===== src/rtl/rr_arbiter_4_pkg.sv =====
// rr_arbiter_4_pkg
//   Shared constants, state encoding and the rotating-priority helper used by
//   the 4-requester round-robin arbiter and its one-hot decoder.
package rr_arbiter_4_pkg;

   localparam int NUM_REQ = 4;
   localparam int IDX_W   = 2;

   typedef enum logic [1:0] {
      ST_IDLE  = 2'd0,
      ST_GRANT = 2'd1
   } state_e;

   // Hold counter width: $clog2(max_hold), never below 1 bit so the counter
   // still exists (unused) when the timeout is disabled.
   function automatic int hold_w(input int max_hold);
      return (max_hold <= 2) ? 1 : $clog2(max_hold);
   endfunction

   // First set request bit scanning ptr, ptr+1, ... wrapping mod NUM_REQ.
   // The 2-bit candidate wraps naturally. Result is meaningless when req==0.
   function automatic logic [IDX_W-1:0] rr_pick(input logic [NUM_REQ-1:0] req,
                                                input logic [IDX_W-1:0]   ptr);
      logic [IDX_W-1:0] cand;
      logic             found;
      rr_pick = ptr;
      found   = 1'b0;
      for (int i = 0; i < NUM_REQ; i++) begin
         cand = ptr + IDX_W'(i);
         if (!found && req[cand]) begin
            rr_pick = cand;
            found   = 1'b1;
         end
      end
   endfunction

endpackage


===== src/rtl/rr_arbiter_4_if.sv =====
// rr_arbiter_4_if
//   Request/grant bundle between four agents and the arbiter.
//   req[3:0]        agent request vector (level)
//   done            current holder releases the resource
//   gnt_valid       a grant is active
//   gnt_idx[1:0]    current holder, 0 when idle
//   gnt_onehot[3:0] one-hot of gnt_idx, 0 when idle
//   timeout         one-cycle pulse on hold-limit forced release
//   master: agent side, slave: arbiter side.
interface rr_arbiter_4_if;

   logic [rr_arbiter_4_pkg::NUM_REQ-1:0] req;
   logic                                 done;
   logic                                 gnt_valid;
   logic [rr_arbiter_4_pkg::IDX_W-1:0]   gnt_idx;
   logic [rr_arbiter_4_pkg::NUM_REQ-1:0] gnt_onehot;
   logic                                 timeout;

   modport master (
      output req, done,
      input  gnt_valid, gnt_idx, gnt_onehot, timeout
   );

   modport slave (
      input  req, done,
      output gnt_valid, gnt_idx, gnt_onehot, timeout
   );

endinterface


===== src/rtl/rr_arbiter_4_decoder_2x4.sv =====
// rr_arbiter_4_decoder_2x4
//   2-to-4 one-hot decoder with enable.
//   idx[1:0]     index to expand
//   en           output forced to zero when low
//   onehot[3:0]  decoded vector
module rr_arbiter_4_decoder_2x4
   import rr_arbiter_4_pkg::*;
(
   input  logic [IDX_W-1:0]   idx,
   input  logic               en,
   output logic [NUM_REQ-1:0] onehot
);

   always_comb begin
      onehot = '0;
      if (en) onehot[idx] = 1'b1;
   end

endmodule


===== src/rtl/rr_arbiter_4.sv =====
// rr_arbiter_4
//   4-requester round-robin arbiter with grant hold, done/drop release and an
//   optional hold-limit timeout. Grant index and valid are registered; the
//   one-hot vector is a gated decode of the registered index, so no input
//   reaches an output combinationally.
//   clk   rising-edge clock
//   rst   synchronous active-high reset
//   bus   rr_arbiter_4_if slave modport (req/done in, grant outputs)
//   MAX_HOLD  max consecutive grant cycles before forced release, 0 = none
module rr_arbiter_4
   import rr_arbiter_4_pkg::*;
#(
   parameter int MAX_HOLD = 8
) (
   input  logic            clk,
   input  logic            rst,
   rr_arbiter_4_if.slave   bus
);

   localparam int HCW = hold_w(MAX_HOLD);
   localparam logic [HCW-1:0] HOLD_LAST = (MAX_HOLD > 0) ? HCW'(MAX_HOLD - 1) : '0;
   localparam bit HOLD_EN = (MAX_HOLD != 0);

   state_e           state_q, state_nx;
   logic [IDX_W-1:0] idx_q, idx_nx;
   logic [IDX_W-1:0] ptr_q, ptr_nx;
   logic [HCW-1:0]   hcnt_q, hcnt_nx;
   logic             to_q, to_nx;
   logic             rel_done, rel_drop, rel_hold;
   logic             gnt_valid;

   always_ff @(posedge clk) begin
      if (rst) begin
         state_q <= ST_IDLE;
         idx_q   <= '0;
         ptr_q   <= '0;
         hcnt_q  <= '0;
         to_q    <= 1'b0;
      end else begin
         state_q <= state_nx;
         idx_q   <= idx_nx;
         ptr_q   <= ptr_nx;
         hcnt_q  <= hcnt_nx;
         to_q    <= to_nx;
      end
   end

   always_comb begin
      state_nx = state_q;
      idx_nx   = idx_q;
      ptr_nx   = ptr_q;
      hcnt_nx  = hcnt_q;
      to_nx    = 1'b0;
      rel_done = 1'b0;
      rel_drop = 1'b0;
      rel_hold = 1'b0;
      case (state_q)
         ST_IDLE: begin
            if (|bus.req) begin
               state_nx = ST_GRANT;
               idx_nx   = rr_pick(bus.req, ptr_q);
               hcnt_nx  = '0;
            end
         end
         ST_GRANT: begin
            rel_done = bus.done;
            rel_drop = ~bus.req[idx_q];
            rel_hold = HOLD_EN && (hcnt_q == HOLD_LAST);
            if (rel_done || rel_drop || rel_hold) begin
               state_nx = ST_IDLE;
               idx_nx   = '0;
               ptr_nx   = idx_q + IDX_W'(1);
               hcnt_nx  = '0;
               // Timeout only reports a release the limit alone forced.
               to_nx    = rel_hold && !rel_done && !rel_drop;
            end else if (hcnt_q != HOLD_LAST) begin
               hcnt_nx = hcnt_q + HCW'(1);
            end
         end
         default: begin
            state_nx = ST_IDLE;
            idx_nx   = '0;
         end
      endcase
   end

   assign gnt_valid     = (state_q == ST_GRANT);
   assign bus.gnt_valid = gnt_valid;
   assign bus.gnt_idx   = idx_q;
   assign bus.timeout   = to_q;

   rr_arbiter_4_decoder_2x4 u_dec (
      .idx    (idx_q),
      .en     (gnt_valid),
      .onehot (bus.gnt_onehot)
   );

endmodule


===== src/flat_wrapper.sv =====
// flat-port wrapper written by rule: the top's interface ports become plain ports
module rr_arbiter_4_flat import rr_arbiter_4_pkg::*;
#(
   parameter int MAX_HOLD = 8
)
  (clk, rst, bus_req, bus_done, bus_gnt_valid, bus_gnt_idx, bus_gnt_onehot, bus_timeout);
  rr_arbiter_4_if bus_i ();
  input  logic clk;
  input  logic rst;
  input wire logic [$bits(bus_i.req)-1:0] bus_req;
  input wire logic [$bits(bus_i.done)-1:0] bus_done;
  output wire logic [$bits(bus_i.gnt_valid)-1:0] bus_gnt_valid;
  output wire logic [$bits(bus_i.gnt_idx)-1:0] bus_gnt_idx;
  output wire logic [$bits(bus_i.gnt_onehot)-1:0] bus_gnt_onehot;
  output wire logic [$bits(bus_i.timeout)-1:0] bus_timeout;
  assign bus_i.req = bus_req;
  assign bus_i.done = bus_done;
  assign bus_gnt_valid = bus_i.gnt_valid;
  assign bus_gnt_idx = bus_i.gnt_idx;
  assign bus_gnt_onehot = bus_i.gnt_onehot;
  assign bus_timeout = bus_i.timeout;
  rr_arbiter_4 #(.MAX_HOLD(MAX_HOLD)) u_core (.clk(clk), .rst(rst), .bus(bus_i));
endmodule

===== config.mk =====
export PLATFORM = sky130hd
export DESIGN_NAME = rr_arbiter_4_flat
export DESIGN_NICKNAME = d
export VERILOG_FILES = /design/src/rtl/rr_arbiter_4_pkg.sv /design/src/rtl/rr_arbiter_4_if.sv /design/src/rtl/rr_arbiter_4_decoder_2x4.sv /design/src/rtl/rr_arbiter_4.sv /design/src/flat_wrapper.sv
export SDC_FILE = /design/constraint.sdc
export NUM_CORES = 1
export LEC_CHECK = 0
export CORE_AREA = 2 2 39 41
export DETAILED_ROUTE_END_ITERATION = 16
export DIE_AREA = 0 0 41 43
export PLACE_DENSITY = 0.78
export SETUP_SLACK_MARGIN = 0.2
export SKIP_CTS_REPAIR_TIMING = 1
export SYNTH_ARGS = -nofsm -noshare
export SYNTH_HDL_FRONTEND = slang
export SYNTH_HIERARCHICAL = 1
export SYNTH_SLANG_ARGS = --single-unit

===== constraint.sdc =====
create_clock -name clk -period 2 [get_ports clk]
set_input_delay 0.4 -clock clk [delete_from_list [all_inputs] [get_ports clk]]
set_output_delay 0.4 -clock clk [all_outputs]
set_load 0.01 [all_outputs]

## Word level (Yosys, flattened, before mapping)

Index checks and enable logic that the tools add are counted.

- Output and inout port bits: 8
- Word-level logic and storage cells: 78
- Flip-flop bits (word level): 10

- Reduce and logical (&&, ||, !) cells: 19
- Equality and inequality tests: 6
- Magnitude comparators: 6
- Multiplexer cells: 34
- Bitwise gates (word level): 3
- Add/sub/neg operators: 5

Operator list:

| kind | count |
|---|---|
| $lt A2 B3 Y1 const B | 5 |
| $mux W1 | 15 |
| $mux W2 | 6 |
| $bmux W1 S2 | 5 |
| $mux W3 | 3 |
| $pmux W2 S2 | 2 |
| $logic_and A1 B1 Y1 | 6 |
| $pmux W3 S2 | 1 |
| $add A2 B1 Y2 const B | 2 |
| $add A2 B2 Y2 const B | 2 |
| $logic_not A1 Y1 | 4 |
| $mux W4 | 1 |
| $ne A2 B1 Y1 const B | 2 |
| $reduce_and A2 Y1 | 2 |
| $reduce_or A4 Y1 | 1 |
| $add A3 B1 Y3 const B | 1 |
| $eq A3 B3 Y1 const B | 1 |
| $ne A3 B1 Y1 const B | 1 |
| $ne A3 B3 Y1 const B | 1 |
| $not A1 Y1 | 3 |
| $reduce_and A3 Y1 | 1 |
| $reduce_or A3 Y1 | 1 |
| $demux W1 S2 | 1 |
| $eq A2 B1 Y1 const B | 1 |
| other kinds (4) | 5 |

## Depth between registers and ports, before layout

Gate-level depths: netlist of the first run.

- Depth in word-level cells: 20
- Gate-level depth with buffers: 6

## By module

The synthesis of the first run kept the hierarchy.

Modules (own cells, without submodules):

| module | area an instance (um^2) | cells an instance | seq. area each (um^2) | times used |
|---|---|---|---|---|
| rr_arbiter_4 | 476.7 | 52 | 180.2 | 1 |
| rr_arbiter_4_decoder_2x4 | 37.5 | 4 | 0.0 | 1 |

## Worst setup path after synthesis of the first run

No wires, ideal clock.

- Path kind: reg-to-reg
- From: reg u_core.idx_q[0] (netlist: u_core/bus.gnt_idx[0])
- To: reg u_core.idx_q[1] (netlist: u_core/bus.gnt_idx[1])
- Arrival: 1.558 ns
- Setup time: 0.120 ns
- Stages on the path, launching flop included: 5
- Slack: 0.323 ns
- Clock period less this slack: 1.677 ns
- Path through: dfxtp_1 mux4_2 and3_4 o21ba_1 o2bb2ai_1

- Word-level cells in the longest chain between the ends: 7

Ends and longest elaborated chain:

| what | RTL line | text |
|---|---|---|
| start: declaration | rr_arbiter_4.sv:25 | `logic [IDX_W-1:0] idx_q, idx_nx;` |
| start signal: assignment | rr_arbiter_4.sv:41 | `idx_q <= idx_nx;` |
| $bmux W1 S2 | rr_arbiter_4.sv:67 | `rel_drop = ~bus.req[idx_q];` |
| $mux W1 (not written as such) | rr_arbiter_4.sv:67 |  |
| $not A1 Y1 | rr_arbiter_4.sv:67 |  |
| $logic_or A1 B1 Y1 (2 in a row) | rr_arbiter_4.sv:69 | `if (rel_done \|\| rel_drop \|\| rel_hold) begin` |
| $ne A2 B1 Y1 (no source line) | - |  |
| $reduce_and A2 Y1 (no source line) | - |  |

Every way passes these cells. The select of a mux whose other input is x is not followed.
A chain may end at the register's enable or synchronous reset.

## Final worst setup path of the first run

- From: reg u_core.state_q[0]
- To: out bus_gnt_onehot[3]

- Word-level cells in the longest chain between the ends: 2

Ends and longest elaborated chain:

| what | RTL line | text |
|---|---|---|
| start: declaration | rr_arbiter_4.sv:24 | `state_e state_q, state_nx;` |
| start signal: assignment | rr_arbiter_4.sv:40 | `state_q <= state_nx;` |
| $eq A2 B1 Y1 | rr_arbiter_4.sv:87 | `assign gnt_valid = (state_q == ST_GRANT);` |
| $mux W4 | rr_arbiter_4_decoder_2x4.sv:16 | `if (en) onehot[idx] = 1'b1;` |
| end: declaration | flat_wrapper.sv:14 | `output wire logic [$bits(bus_i.gnt_onehot)-1:0] bus_gnt_onehot;` |

Every way passes these cells.

==> impl_metrics.tcl, run 1 <==
set metrics [dict create \
    run_status "completed" \
    clock_power_share 0.301 \
    antenna_found_initial 0 \
    cts.sinks 9 \
    yosysTopAreaCellShare 0.350 \
    area_growth_pct 49.9 \
    clk_path_buf_depth 2 \
    netSwitchingFraction 0.267 \
    p_int_mw 0.331 \
    drv_slew 0 \
    final_routed_drc_violation_total 0 \
    p_per_area_nw_per_um2 586 \
    ff_latch_count_synth 9 \
    grt_first_pass_wirelength_microns 1710 \
    synthDominantAreaCellType "sky130_fd_sc_hd__dfxtp_1" \
    maxCapViolCount 0 \
    worst-endpoint-arrival_ps 1370 \
    starting_density_of_the_core 0.372 \
    wl_microns 1040 \
    detail-route-antenna-nets 0 \
    htreeDepth 1 \
    routabilityCongestion 0.735 \
    num-nets-final 89 \
    criticalPathCategory "register to primary output" \
    post_route_cells_drive_above_1_share 0.228 \
    grt_use_total 0.141 \
    yosysSeqAreaShare 0.350 \
    period_share 0.886 \
    synth-async-reset-ratio 0 \
    dominantRegCellSynth "sky130_fd_sc_hd__dfxtp_1" \
    r2r_worst_path_depth 4 \
    pwr-share-comb 0.239 \
    seq_power_share 0.460 \
    timing.final.hold_violations 0 \
    max_vdd_drop_v 0.000314 \
    synth-edff-count 0 \
    via_count_of_the_first_global_routing_pass 478 \
    total_i_o_pin_count 15 \
    finalSetupViolations 0 \
    fin_worst_hold_slack_ps 519 \
    die_area_sq_um 1760 \
    first_pass_iters 3 \
    dp.final_hpwl_microns 831 \
    clock_tree_from_tritoncts "yes" \
    insertion_delay_ps 260 \
    std_cell_rows 14 \
    routed_wire_length_per_instance_microns 10.9 \
    power.leakage_nw 0.342 \
    die_h_microns 43 \
    placeableCoreArea_sq_um 1380 \
    cts.clk_slew.worst_paths_ps 50 \
    routed_via_density 5.25 \
    clock.fmax_mhz 565 \
    floorplan.die.width_microns 41 \
    cts_buffers 3 \
    data_required_time_at_the_worst_endpoint_ps 1600 \
    fin_crit_ps 1770 \
    syn_avg_cell_area_sq_um 9.18 \
    worst-r2r-setup-slack_ps 390 \
    endpoint_kind "primary output" \
    gr-total-overflow 0 \
    timing.max_slew.rel_slack 0.784 \
    power.total_mw 0.452 \
    switching_power_mw 0.121 \
    grt_max_degree 11 \
    netlist_area_sq_um 514 \
    detailroute.via_count 499 \
    crit_path_max_fanout 10 \
    clockRootBuffer "sky130_fd_sc_hd__clkbuf_4" \
    skew_ps 2.06 \
    hold_path_depth 2 \
    hp-class "register to register" \
    worst_slack_ps 229 \
    synthDistinctLibCells 27 \
    portBuffers 14 \
    ys_warn_count 6 \
    dpl_worst_slack_ps -72.7 \
    worstSetupStartpointType "register" \
    first_iter_violations 6 \
    syn_nets 65 \
    synth.area.top_cells "sky130_fd_sc_hd__dfxtp_1 35%, sky130_fd_sc_hd__nor2_1 5.1%, sky130_fd_sc_hd__ha_1 4.9%" \
    postSynthCellCount 56 \
    tightestPinTransition_ps 322 \
    grt_setup_unrepaired "true" \
    diodes 0 \
]
[critical path, cell delays in order, from the launching register on]
cell,delay [ps]
sky130_fd_sc_hd__dfxtp_2,400
sky130_fd_sc_hd__and3_2,190
sky130_fd_sc_hd__clkdlybuf4s50_1,520
[area by class of cell]
class,instances,area [sq um]
Fill cell,127,613
Multi-Input combinational cell,45,339
Timing Repair Buffer,20,193
Sequential cell,9,189
Clock buffer,4,26.3
Tap cell,16,20.0
Inverter,1,3.75
[sequential cells by signal, indices dropped and copies added (netlist names)]
register and flops:
u_core/hcnt_q 3, u_core/bus.gnt_idx 2, u_core/bus.timeout 1, u_core/state_q 1
u_core/ptr_q 2
[layer usage]
layer,global-route usage,vias to the layer above,share of wire
li1,-,257,-
met1,0.134,230,0.45
met2,0.253,12,0.51
met3,0.0785,0,0.045
met4,0.0200,0,0
met5,0,-,0
[power groups by stage]
stage,combinational [mW],clock [mW],sequential (mW)
global route,0.119,0.154,0.210
detailed placement,0.102,0,0.211
finish,0.108,0.136,0.208
global placement,0.0989,0,0.211
CTS,0.102,0.145,0.207
floorplan,0.0514,0,0.209
[cells in the final DEF, fill, tap and decap left out, types with 2 or more instances in the layout]
cell / count
sky130_fd_sc_hd__dfxtp_1: 6
sky130_fd_sc_hd__clkdlybuf4s50_1: 11
sky130_fd_sc_hd__nor3_1: 3
sky130_fd_sc_hd__and3b_1: 2
sky130_fd_sc_hd__clkbuf_4: 3
sky130_fd_sc_hd__nor2_1: 7
sky130_fd_sc_hd__o21ai_0: 3
sky130_fd_sc_hd__dfxtp_4: 2
sky130_fd_sc_hd__nand2b_1: 2
sky130_fd_sc_hd__a22oi_1: 2
sky130_fd_sc_hd__buf_4: 6
sky130_fd_sc_hd__ha_1: 2
sky130_fd_sc_hd__nor2b_1: 4
sky130_fd_sc_hd__a21oi_1: 3
sky130_fd_sc_hd__o2bb2ai_1: 2
sky130_fd_sc_hd__dlymetal6s2s_1: 3
[worst paths after layout]
kind,from,to
hold reg to reg,u_core/hcnt_q[1]$_SDFFE_PP0P_,u_core/hcnt_q[1]$_SDFFE_PP0P_
setup reg to reg,u_core/bus.gnt_idx[0]$_SDFFE_PP0P_,u_core/bus.gnt_idx[1]$_SDFFE_PP0P_
setup / recovery,u_core/state_q[0]$_SDFFE_PP0P_,bus_gnt_onehot[3]
hold / removal,u_core/hcnt_q[1]$_SDFFE_PP0P_,u_core/hcnt_q[1]$_SDFFE_PP0P_
[cells in the mapped netlist (all sizes together), types with 2 or more instances]
cell type	count
dfxtp	9
nor2	7
nor2b	4
a21oi	3
nor3	3
o21ai	3
a211oi	2
a22oi	2
and3	2
and3b	2
ha	2
nand2b	2
nor3b	2
o2bb2ai	2
[metrics by stage]
| stage | setup TNS (ps) | utilization | std cells | instance area [sq um] |
|---|---|---|---|---|
| final | 0 | 0.557 | 95 | 771 |
| after global routing | 0 | 0.557 | 95 | 771 |
| after CTS | 0 | 0.531 | 94 | 734 |
| after detailed placement | -211 | 0.512 | 90 | 708 |
| after global placement | -42.3 | 0.512 | 90 | 708 |
| after floorplan | 0 | - | 56 | 514 |
[cells by family (layout without fill, tap and decap cells)]
kind of cell / Yosys count / in the layout / synth area share
buffers and inverters: 2 / 25 / 0.0146
flip-flops: 9 / 9 / 0.350
multiplexers: 2 / 2 / 0.0633
XOR/XNOR: 1 / 1 / 0.0170
adder cells (fa/ha/maj): 2 / 2 / 0.0487
AO/OA/AOI/OAI: 15 / 15 / 0.207
AND/OR/NAND/NOR: 25 / 25 / 0.299
(Power assumes the default switching activity.)
==> inputs of run 2 (changes only) <==
- SKIP_CTS_REPAIR_TIMING: 1 -> unset
==> run 2 against run 1 <==
Against the previous run:
- total power fell by 1.2%
- critical path depth unchanged
- die area unchanged
- fmax grew 1.2%
- core utilization fell by 0.54 points
- final area fell by 0.97%
- sequential share of layout area is 0.57 points higher
- flip-flop and latch count unchanged
- sequential power barely moved
- clock skew about the same
- critical path type unchanged
- critical endpoint unchanged
- highest routed layer unchanged
==> impl_metrics.tcl, run 2 (synthesis results as in run 1) <==
set metrics [dict create \
    seq_power_share 0.465 \
    finalCoreUtilization 0.552 \
    insertion_delay_ps 260 \
    p_int_mw 0.327 \
    pwr-share-comb 0.231 \
    worstSetupStartpointType "register" \
    routed_wire_length_per_instance_microns 11.1 \
    clock_tree_from_tritoncts "yes" \
    switching_power_mw 0.119 \
    detailroute.via_count 494 \
    path_buf_inv 1 \
    portBuffers 14 \
    fin_worst_hold_slack_ps 520 \
    fin_crit_ps 1750 \
    run_status "completed" \
    skew_ps 2.28 \
    mostFrequentLayoutCell "sky130_fd_sc_hd__clkdlybuf4s50_1" \
    endpoint_kind "primary output" \
    hp-class "register to register" \
    fill_cells 125 \
    post_cts_setup_inserts 0 \
    detail-route-antenna-nets 0 \
    tightestPinTransition_ps 322 \
    criticalPathCategory "register to primary output" \
    die_h_microns 43 \
    timing.critical_path.slowest_stage_cell "sky130_fd_sc_hd__clkdlybuf4s50_1" \
    dp.final_hpwl_microns 831 \
    maxCapViolCount 0 \
    routed_via_density 5.26 \
    floorplan.die.width_microns 41 \
    clock.fmax_mhz 571 \
    area_growth_pct 48.4 \
    std_cell_rows 14 \
    period_share 0.875 \
    cts.clk_slew.worst_paths_ps 60 \
    path_delay_family "buffers and inverters" \
    grt_first_pass_wirelength_microns 1710 \
    timing.max_slew.rel_slack 0.783 \
    htreeDepth 1 \
    total_i_o_pin_count 15 \
    placeableCoreArea_sq_um 1380 \
    placed_area_sq_um 708 \
    via_count_of_the_first_global_routing_pass 478 \
    max_vdd_drop_v 0.000318 \
    antenna_found_initial 0 \
    critPathMaxStageDelay_ps 520 \
    largest-register "u_core/hcnt_q" \
    first_iter_violations 6 \
    drv_slew 0 \
    largest_register_ffs 3 \
    cts_buffers 3 \
    grt_use_total 0.141 \
    power.leakage_nw 0.354 \
    die_area_sq_um 1760 \
    clock_power_share 0.304 \
    diodes 0 \
    data_required_time_at_the_worst_endpoint_ps 1600 \
    layout_common_cells "10 x sky130_fd_sc_hd__clkdlybuf4s50_1, 7 x sky130_fd_sc_hd__nor2_1, 6 x sky130_fd_sc_hd__dfxtp_1" \
    post-route-cell-area_sq_um 763 \
    cts.sinks 9 \
    final_routed_drc_violation_total 0 \
    path_cells "and3_2 -> clkdlybuf4s50_1" \
    grt_setup_unrepaired "true" \
    num-nets-final 88 \
    timing.final.hold_violations 0 \
    grt_max_degree 11 \
    power.total_mw 0.446 \
    gr-total-overflow 0 \
    netSwitchingFraction 0.266 \
    first_pass_iters 4 \
    post_route_cells_drive_above_1_share 0.205 \
    p_per_area_nw_per_um2 584 \
    crit_path_max_fanout 9 \
    starting_density_of_the_core 0.372 \
    routabilityCongestion 0.735 \
    worst-endpoint-arrival_ps 1350 \
    wl_microns 1040 \
    clockRootBuffer "sky130_fd_sc_hd__clkbuf_4" \
    finalSetupViolations 0 \
    clk_path_buf_depth 2 \
]
==> run 2: final cells by class <==
class | count | area (sq um) | area share
tap | 16 | 20.0 | 0.0262
sequential | 9 | 191 | 0.251
timing repair buffer | 19 | 188 | 0.246
multi-input combinational | 45 | 334 | 0.438
inverter | 1 | 3.75 | 0.00492
clock buffer | 4 | 26.3 | 0.0344
==> run 2: final timing paths <==
path                                 startpoint                            endpoint  slack, ps  cells after the start
max          u_core/bus.gnt_idx[0]$_SDFFE_PP0P_                   bus_gnt_onehot[3]        250                      2
min               u_core/hcnt_q[1]$_SDFFE_PP0P_       u_core/hcnt_q[1]$_SDFFE_PP0P_        520                      2
max reg2reg  u_core/bus.gnt_idx[0]$_SDFFE_PP0P_  u_core/bus.gnt_idx[1]$_SDFFE_PP0P_        390                      4
min reg2reg       u_core/hcnt_q[1]$_SDFFE_PP0P_       u_core/hcnt_q[1]$_SDFFE_PP0P_        520                      2
==> run 2: repair_timing <==
action                     4_1_cts  5_1_grt
gates resized for setup          4        7
setup endpoints to repair        4        7
hold buffers                     0        0
gates cloned                     0        0
==> run 2: layer usage <==
metal / track usage / up-vias / routed length, microns
met2: 0.253 / 12 / 530
met5: 0 / - / 0
li1: - / 253 / -
met3: 0.0785 / 0 / 48
met1: 0.134 / 229 / 459
met4: 0.0200 / 0 / 0
==> run 2: per-stage QoR <==
step | setup TNS (ps) | instances | setup WS [ps]
final | 0 | 94 | 250
after global routing | 0 | 94 | 183
after CTS | 0 | 94 | 189
after detailed placement | -211 | 90 | -72.7
after global placement | -42.3 | 90 | -21.2
after floorplan | 0 | 56 | 323
==> run 2: power by group through the flow <==
stage / Combinational (mW) / Sequential (mW) / Clock (mW)
after floorplan: 0.0514 / 0.209 / 0
after global placement: 0.0989 / 0.211 / 0
after detailed placement: 0.102 / 0.211 / 0
after CTS: 0.102 / 0.208 / 0.145
after global routing: 0.114 / 0.210 / 0.154
final: 0.103 / 0.208 / 0.135
==> run 2: worst register-to-register path: cells and delay by family (launching register included) <==
kind | cells | cell delay (ps)
AOI/OAI and AO/OA | 2 | 310
DFF | 1 | 400
muxes | 1 | 570
and+or+nand+nor | 1 | 210
==> inputs of run 3 (changes only) <==
- GPL_TIMING_DRIVEN: unset -> 0
==> run 3 against run 2 <==
Against the previous run:
- global-route usage increased by 1.1 points
- register-to-register slack about the same
- clock power increased by 5%
- sequential power about the same
- setup slack improved by 1.1 ps
- count of clock-buffer cells in the layout unchanged
- largest cell class unchanged
==> impl_metrics.tcl, run 3 (synthesis results as in run 1) <==
set metrics [dict create \
    finalSetupViolations 0 \
    via_count_of_the_first_global_routing_pass 446 \
    detail-route-antenna-nets 0 \
    die_h_microns 43 \
    period_share 0.874 \
    fin_worst_hold_slack_ps 483 \
    post_cts_setup_inserts 0 \
    power.leakage_nw 0.309 \
    path_cells "and3_2 -> clkdlybuf4s50_1" \
    htreeDepth 1 \
    p_per_area_nw_per_um2 625 \
    clk_path_buf_depth 2 \
    data_required_time_at_the_worst_endpoint_ps 1600 \
    starting_density_of_the_core 0.372 \
    wl_microns 1060 \
    final_routed_drc_violation_total 0 \
    worstSetupStartpointType "register" \
    layout_common_cells "7 x sky130_fd_sc_hd__nor2_1, 6 x sky130_fd_sc_hd__clkdlybuf4s50_1, 6 x sky130_fd_sc_hd__dfxtp_1" \
    first_iter_violations 15 \
    clock.fmax_mhz 572 \
    post_route_cells_drive_above_1_share 0.151 \
    detailroute.via_count 480 \
    routed_via_density 5.39 \
    timing.max_slew.rel_slack 0.759 \
    max_vdd_drop_v 0.000257 \
    mostFrequentLayoutCell "sky130_fd_sc_hd__nor2_1" \
    placeableCoreArea_sq_um 1380 \
    holdBufCountCts 0 \
    area_growth_pct 36.3 \
    hp-class "input port to register" \
    maxCapViolCount 0 \
    finalSetupTns_ps 0 \
    cts_buffers 3 \
    std_cell_rows 14 \
    post-route-cell-area_sq_um 701 \
    portBuffers 13 \
    largest_register_ffs 3 \
    fill_cells 135 \
    gr-total-overflow 0 \
    largest-register "u_core/hcnt_q" \
    grt_first_pass_wirelength_microns 1840 \
    insertion_delay_ps 260 \
    cts.clk_slew.worst_paths_ps 60 \
    first_pass_iters 4 \
    skew_ps 0.401 \
    die_area_sq_um 1760 \
    dp.cells 85 \
    clock_tree_from_tritoncts "yes" \
    endpoint_kind "primary output" \
    timing.final.hold_violations 0 \
    drv_slew 0 \
    finalNonFillerCells 89 \
    tightestPinTransition_ps 358 \
    worst-endpoint-arrival_ps 1350 \
    total_i_o_pin_count 15 \
    placed_area_sq_um 664 \
    criticalPathCategory "register to primary output" \
    run_status "completed" \
    grt_setup_unrepaired "true" \
    timing.critical_path.slowest_stage_cell "sky130_fd_sc_hd__clkdlybuf4s50_1" \
    routed_wire_length_per_instance_microns 12.0 \
    clockRootBuffer "sky130_fd_sc_hd__clkbuf_4" \
    critPathMaxStageDelay_ps 520 \
    diodes 0 \
    routabilityCongestion 0.717 \
    cts.sinks 9 \
    antenna_found_initial 0 \
    floorplan.die.width_microns 41 \
    grt_use_total 0.153 \
    grt_max_degree 11 \
    fin_crit_ps 1750 \
    crit_path_max_fanout 9 \
    num-nets-final 83 \
]
## run 3: cell types whose count changed in the layout (fill, tap and decap cells not counted), sizes merged
cell | before | now
clkdlybuf4s50 | 10 | 6
dlygate4sd2 | 0 | 5
dlymetal6s2s | 4 | 2
buf | 5 | 1
## run 3: repair_timing
item | in CTS | in global routing
cloned | 0 | 0
resized for setup | 8 | 5
setup endpoints to repair | 6 | 3
## run 3: final timing paths
| kind | start | end | slack (ps) | depth (start not counted) |
|---|---|---|---|---|
| worst max register to register | u_core/bus.gnt_idx[0]$_SDFFE_PP0P_ | u_core/bus.gnt_idx[0]$_SDFFE_PP0P_ | 390 | 4 |
| worst max-delay path | u_core/bus.gnt_idx[0]$_SDFFE_PP0P_ | bus_gnt_onehot[3] | 250 | 2 |
| worst min register to register | u_core/hcnt_q[2]$_SDFFE_PP0P_ | u_core/hcnt_q[2]$_SDFFE_PP0P_ | 510 | 2 |
| worst min-delay path | rst | u_core/hcnt_q[2]$_SDFFE_PP0P_ | 480 | 2 |
## run 3: critical path: cells and delay by family (launching register included)
kind | cells | cell delay (ps)
buf+inv | 1 | 520
flops | 1 | 400
simple gates | 1 | 170
## run 3: stage by stage
step                       util  setup WS, ps  power [mW]
after floorplan               -           323       0.261
after detailed placement  0.480         -93.7       0.305
after CTS                 0.497           190       0.442
after global placement    0.480         -88.7       0.302
final                     0.506           251       0.438
after global routing      0.506           197       0.461
## run 3: power by group
part,internal [mW],switching [mW]
clock,0.0769,0.0646
sequential,0.190,0.0171
combinational,0.0484,0.0409
## run 3: layer usage
layer / GRT usage / up-vias / share of wire
li1: - / 244 / -
met1: 0.201 / 219 / 0.44
met2: 0.234 / 17 / 0.52
met3: 0.0471 / 0 / 0.048
met4: 0.0400 / 0 / 0
met5: 0 / - / 0
## run 3: cell type report
cell class,instances,area (sq um),share of cell area
Multi-Input combinational cell,45,327,0.466
Buffer,1,3.75,0.00536
Clock buffer,4,26.3,0.0375
Sequential cell,9,191,0.273
Inverter,1,3.75,0.00536
Timing Repair Buffer,13,129,0.184
Tap cell,16,20.0,0.0286
